<file path="src/rtl/fetch_pkg.sv">
// Shared types and constants for the byte-serial instruction fetch unit.
package fetch_pkg;

  localparam int unsigned INSTR_W         = 32;
  localparam int unsigned BYTE_W          = 8;
  localparam int unsigned BYTES_PER_INSTR = 4;

  // BYTEk states use k as their low two bits, so the state doubles as the byte lane index.
  typedef enum logic [2:0] {
    FS_BYTE0 = 3'd0,
    FS_BYTE1 = 3'd1,
    FS_BYTE2 = 3'd2,
    FS_BYTE3 = 3'd3,
    FS_HOLD  = 3'd4
  } fetch_state_e;

endpackage

</file>
<file path="src/rtl/fetch_byte_assembler.sv">
// Four-lane byte buffer that assembles a little-endian instruction word. The output already
// includes the byte being captured this cycle, so the final lane can be used without a bubble.
module fetch_byte_assembler
  import fetch_pkg::*;
(
  input  logic                clk,
  input  logic                reset,
  input  logic [1:0]          lane_sel,
  input  logic                capture,
  input  logic                clear,
  input  logic [BYTE_W-1:0]   byte_in,
  output logic [INSTR_W-1:0]  word
);

  logic [BYTES_PER_INSTR-1:0][BYTE_W-1:0] lanes_q;

  // Lane storage: cleared on reset or discard, otherwise one lane written per capture.
  always_ff @(posedge clk or negedge reset) begin
    if (!reset) begin
      lanes_q <= '0;
    end else if (clear) begin
      lanes_q <= '0;
    end else if (capture) begin
      lanes_q[lane_sel] <= byte_in;
    end
  end

  // Word view with the incoming byte bypassed into its lane.
  always_comb begin
    word = lanes_q;
    if (capture && !clear) begin
      word[lane_sel*BYTE_W +: BYTE_W] = byte_in;
    end
  end

endmodule

</file>
<file path="src/rtl/inst_fetch_unit.sv">
// Instruction fetch unit: walks four byte addresses from pc, assembles the word and presents
// it to decode over valid/ready. A redirect restarts the fetch from a new aligned pc.
module inst_fetch_unit
  import fetch_pkg::*;
#(
  parameter logic [31:0] RESET_PC  = 32'h0000_0000,
  parameter int unsigned MEM_BYTES = 32
) (
  input  logic                clk,
  input  logic                reset,
  output logic [31:0]         mem_addr,
  input  logic [BYTE_W-1:0]   mem_byte,
  output logic [INSTR_W-1:0]  instr,
  output logic [31:0]         instr_pc,
  output logic                instr_valid,
  input  logic                instr_ready,
  input  logic                redirect_valid,
  input  logic [31:0]         redirect_pc
);

  localparam logic [31:0] ADDR_MASK = 32'(MEM_BYTES - 1);
  localparam logic [31:0] PC_RESET  = RESET_PC & ADDR_MASK;

  fetch_state_e         state_q, state_d;
  logic [31:0]          pc_q, pc_d;
  logic [INSTR_W-1:0]   instr_q, instr_d;
  logic [31:0]          instr_pc_q, instr_pc_d;
  logic                 valid_q, valid_d;

  logic                 capture;
  logic                 clear;
  logic [1:0]           lane_sel;
  logic [INSTR_W-1:0]   asm_word;

  fetch_byte_assembler u_assembler (
    .clk      (clk),
    .reset    (reset),
    .lane_sel (lane_sel),
    .capture  (capture),
    .clear    (clear),
    .byte_in  (mem_byte),
    .word     (asm_word)
  );

  // State, pc and presented-instruction registers.
  always_ff @(posedge clk or negedge reset) begin
    if (!reset) begin
      state_q    <= FS_BYTE0;
      pc_q       <= PC_RESET;
      instr_q    <= '0;
      instr_pc_q <= PC_RESET;
      valid_q    <= 1'b0;
    end else begin
      state_q    <= state_d;
      pc_q       <= pc_d;
      instr_q    <= instr_d;
      instr_pc_q <= instr_pc_d;
      valid_q    <= valid_d;
    end
  end

  // Next-state logic: redirect overrides everything, including a coincident handshake.
  always_comb begin
    state_d    = state_q;
    pc_d       = pc_q;
    instr_d    = instr_q;
    instr_pc_d = instr_pc_q;
    valid_d    = valid_q;
    capture    = 1'b0;
    clear      = 1'b0;
    lane_sel   = state_q[1:0];
    mem_addr   = pc_q;

    if (state_q != FS_HOLD) begin
      mem_addr = (pc_q + {30'd0, state_q[1:0]}) & ADDR_MASK;
    end

    if (redirect_valid) begin
      pc_d    = redirect_pc & 32'hFFFF_FFFC & ADDR_MASK;
      state_d = FS_BYTE0;
      valid_d = 1'b0;
      clear   = 1'b1;
    end else begin
      unique case (state_q)
        FS_BYTE0: begin
          capture = 1'b1;
          state_d = FS_BYTE1;
        end
        FS_BYTE1: begin
          capture = 1'b1;
          state_d = FS_BYTE2;
        end
        FS_BYTE2: begin
          capture = 1'b1;
          state_d = FS_BYTE3;
        end
        FS_BYTE3: begin
          capture    = 1'b1;
          instr_d    = asm_word;
          instr_pc_d = pc_q;
          valid_d    = 1'b1;
          state_d    = FS_HOLD;
        end
        FS_HOLD: begin
          if (instr_ready) begin
            valid_d = 1'b0;
            pc_d    = (pc_q + 32'd4) & ADDR_MASK;
            state_d = FS_BYTE0;
          end
        end
        default: begin
          state_d = FS_BYTE0;
        end
      endcase
    end
  end

  assign instr       = instr_q;
  assign instr_pc    = instr_pc_q;
  assign instr_valid = valid_q;

endmodule

</file>
<file path="config.mk">
export PLATFORM = sky130hd
export DESIGN_NAME = inst_fetch_unit
export DESIGN_NICKNAME = d
export VERILOG_FILES = /design/src/rtl/fetch_pkg.sv /design/src/rtl/fetch_byte_assembler.sv /design/src/rtl/inst_fetch_unit.sv
export SDC_FILE = /design/constraint.sdc
export NUM_CORES = 1
export LEC_CHECK = 0
export BUFFER_PORTS_ARGS = -buffer_cell sky130_fd_sc_hd__buf_2
export CAP_MARGIN = 20
export CORE_MARGIN = 10
export CORE_UTILIZATION = 37
export CTS_CLUSTER_SIZE = 25
export DETAILED_ROUTE_END_ITERATION = 8
export SLEW_MARGIN = 10
export SYNTH_ARGS = -nofsm -noshare
export SYNTH_HDL_FRONTEND = slang
export SYNTH_SLANG_ARGS = --single-unit
</file>
<file path="constraint.sdc">
create_clock -name clk -period 4.9 [get_ports clk]
set_input_delay 0.49 -clock clk [delete_from_list [all_inputs] [get_ports clk]]
set_output_delay 0.49 -clock clk [all_outputs]
set_load 0.05 [all_outputs]
</file>
==> flow_summary.yaml <==
clock_tree:
  htreeDepth: 3
  cts_tree: "yes"
  cts_resized: 0
  clk_latency_ns: 0.35
  clk_pin_slew_ns: 0.07
  cts_sinks: 66
  clk_path_buf_depth: 2
  cts_buffers: 9
  hold_buffers: 0
  postCtsSetupBuffers: 0
  cts_root_buf: "clkbuf_8"
routing:
  drc: 0
  vias: 2614
  ant_nets: 0
  routedWlPerCell_um: 16.0
  routed_wl_um: 8790
  drt-initial-drc-count: 175
  via_per_inst: 4.74
  drt_first_pass_iters: 4
timing:
  finalHoldViolCount: 0
  fin_tns_setup_ns: 0
  relSlewSlack_pct: 42.0
  skew_ns: 0.00711
  finalSetupViolations: 0
  worst_hold_slack_ns: 0.316
  clock.fmax_mhz: 386
  rsz0062_at_grt: "no"
  setup_ws_ns: 2.31
  tightest_slew_ns: 0.867
  post-route-min-period_ns: 2.59
  fin_crit_sh_pct: 52.8
  drv_slew: 0
floorplan:
  die_h_um: 117
  io_pins: 141
  die_area_um2: 13800
  core-area_um2: 9240
  rows: 35
  initial_utilization_pct: 38.1
  fp.dieW_um: 117
worst_setup_path:
  critPathKind: "flip-flop to output port"
  cp.required_ns: 4.41
  slowest_stage: "ha_1"
  cpLargestDelayFamily: "adder cells"
  rr_worst_depth: 5
  crit_chain: "inv_1, ha_1, nand2_1, and2_1, buf_2"
  cp-end-kind: "output port"
  cp_data_arrival_time_ns: 2.10
  worst-path-buf-inv: 2
  regToRegEndpoint: "instr[17]"
  slowest_delay_ns: 0.50
  path_max_fanout: 14
  ff2ff_setup_slack_ns: 2.62
  critPathLaunchType: "flip-flop"
  r2r_start: "state_q[0]"
outcome:
  run_status: "completed"
power:
  p_int_mw: 1.14
  netSwitchingFraction_pct: 50.3
  power.density_nw_per_um2: 607
  seqPwrFrac_pct: 34.3
  pwr-share-clk_pct: 17.7
  peakVddDrop_mv: 0.149
  power_frac_comb_pct: 48.0
  p_leak_nw: 1.85
  p_sw_mw: 1.15
global_route:
  grt_pass1_wl_um: 14000
  grt_usage_pct: 12.3
  grt_pass1_vias: 2632
  gr-total-overflow: 0
  grt_max_degree: 67
  grt_antenna_before_repair: 0
layout:
  drive_above_1_share_pct: 19.7
  syn2layout_area_growth_pct: 7.58
  finalNonFillerCells: 551
  antennaDiodeCount: 0
  fillers: 922
  finalInstanceArea_um2: 3780
  nets: 468
placed_design:
  dpl_cell_area_um2: 3610
  dp.cells: 535
  dp_slack_ns: 2.57
  place.gp.congestion: 0.754
  hpwl_um: 6220
  io_buffers: 55
min_path:
  hold_class: "primary input to async pin"
synthesis:
  syn_area_per_cell_um2: 9.18
  synth_area_um2: 3520
  netlist_instances: 383
  synth-seq-cells: 66
  yosys.area_share.simple_pct: 15.7
  yosysWarningCount: 0
  synth_edf_count: 0
  muxShareOfSynthArea_pct: 0.285
  synth_xor_area_share_pct: 0.996
  ys_seq_area_share_pct: 47.0
  synth_compound_area_share_pct: 16.8
  synth_top_family_by_area: "compound AO/OA/AOI/OAI gates"
  ys.flop_type: "dfrtp_1"
  synthAdderAreaFrac_pct: 2.49
  synth_cell_types: 38
  synthArstFlopShare_pct: 100
run:
  cap_violations: 0
-- registers in the layout, summed over array words and instances (netlist names) --
| register | count |
|---|---|
| pc_q | 3 |
| instr_pc | 3 |
| instr_valid | 1 |
| instr | 32 |
| u_assembler.lanes_q | 24 |
| state_q | 3 |
-- synth_stat cells, drive strengths merged (2+ instances only) --
master,number,area (um^2)
a21oi,50,250
a22o,14,123
a32oi,8,70.1
buf,67,478
clkbuf,24,101
dfrtp,66,1650
ha,7,87.6
inv,2,7.51
nand2,57,214
nand2b,3,18.8
nand3,11,55.1
nor2,20,75.1
nor2b,5,31.3
nor3b,3,27.5
nor4b,2,38.8
o21ai,24,120
or3b,4,37.5
xnor2,2,17.5
xor2,2,17.5
-- layout by cell type, fill, tap and decap left out, drive strengths merged, types with 5 or more instances in the layout --
master and count:
a21oi 50, a22o 14, nor2b 5, clkinv 5
conb 57, a32oi 8, nand3 11, nand2 57
o21ai 24, ha 7, dfrtp 66, nor2 20
clkbuf 10, buf 58
-- final cells by class --
class | instances | area [um^2] | area share [%]
sequential | 66 | 1650 | 43.7
multi-input combinational | 280 | 1490 | 39.5
timing repair buffer | 58 | 298 | 7.87
tap | 129 | 161 | 4.27
clock buffer | 10 | 138 | 3.64
clock inverter | 6 | 32.5 | 0.860
inverter | 2 | 7.51 | 0.198
-- worst register-to-register path, cell delays in order, from the launching register on --
cell     delay [ns]
dfrtp_1        0.48
inv_1          0.18
ha_1           0.41
nor4b_2        0.79
a21oi_1        0.15
o21ai_0        0.19
-- worst max path at each step --
stage | endpoint | start | slack [ns] | cells after the start
CTS | mem_addr[1] | state_q[0] | 2.33 | 5
floorplan | mem_addr[0] | state_q[0] | 2.59 | 4
global placement | instr[31] | redirect_valid | 2.58 | 4
global route | mem_addr[1] | state_q[0] | 2.17 | 5
detailed placement | instr[25] | redirect_valid | 2.57 | 4
finish | mem_addr[1] | state_q[0] | 2.31 | 5
-- per-layer routing --
| layer | routed length (um) | track usage, % | vias up |
|---|---|---|---|
| met1 | 3520 | 14.6 | 1255 |
| met4 | 120 | 4.02 | 0 |
| met2 | 4250 | 19.3 | 101 |
| li1 | - | - | 1245 |
| met3 | 905 | 5.61 | 13 |
| met5 | 0 | 0 | - |
-- power groups by stage --
stage / registers (mW) / clock network, mW / logic, mW
2_1_floorplan: 1.15 / 0 / 0.543
4_1_cts: 0.787 / 0.418 / 1.11
3_5_place_dp: 0.797 / 0 / 1.11
5_1_grt: 0.808 / 0.442 / 1.19
6_report: 0.786 / 0.406 / 1.10
3_3_place_gp: 0.790 / 0 / 1.10
-- per-stage QoR --
stage	util, %	power [mW]
2_1_floorplan	-	1.70
3_3_place_gp	39.1	1.89
3_5_place_dp	39.1	1.91
4_1_cts	40.9	2.32
5_1_grt	40.9	2.44
6_report	40.9	2.29
-- kinds of logic after synthesis --
group | after synthesis
flip-flops | 66
XOR/XNOR | 4
other | 1
AO/OA/AOI/OAI | 99
multiplexers | 1
AND/OR/NAND/NOR | 112
buffers and inverters | 93
adder cells (fa/ha/maj) | 7
(Power assumes the default switching activity.)
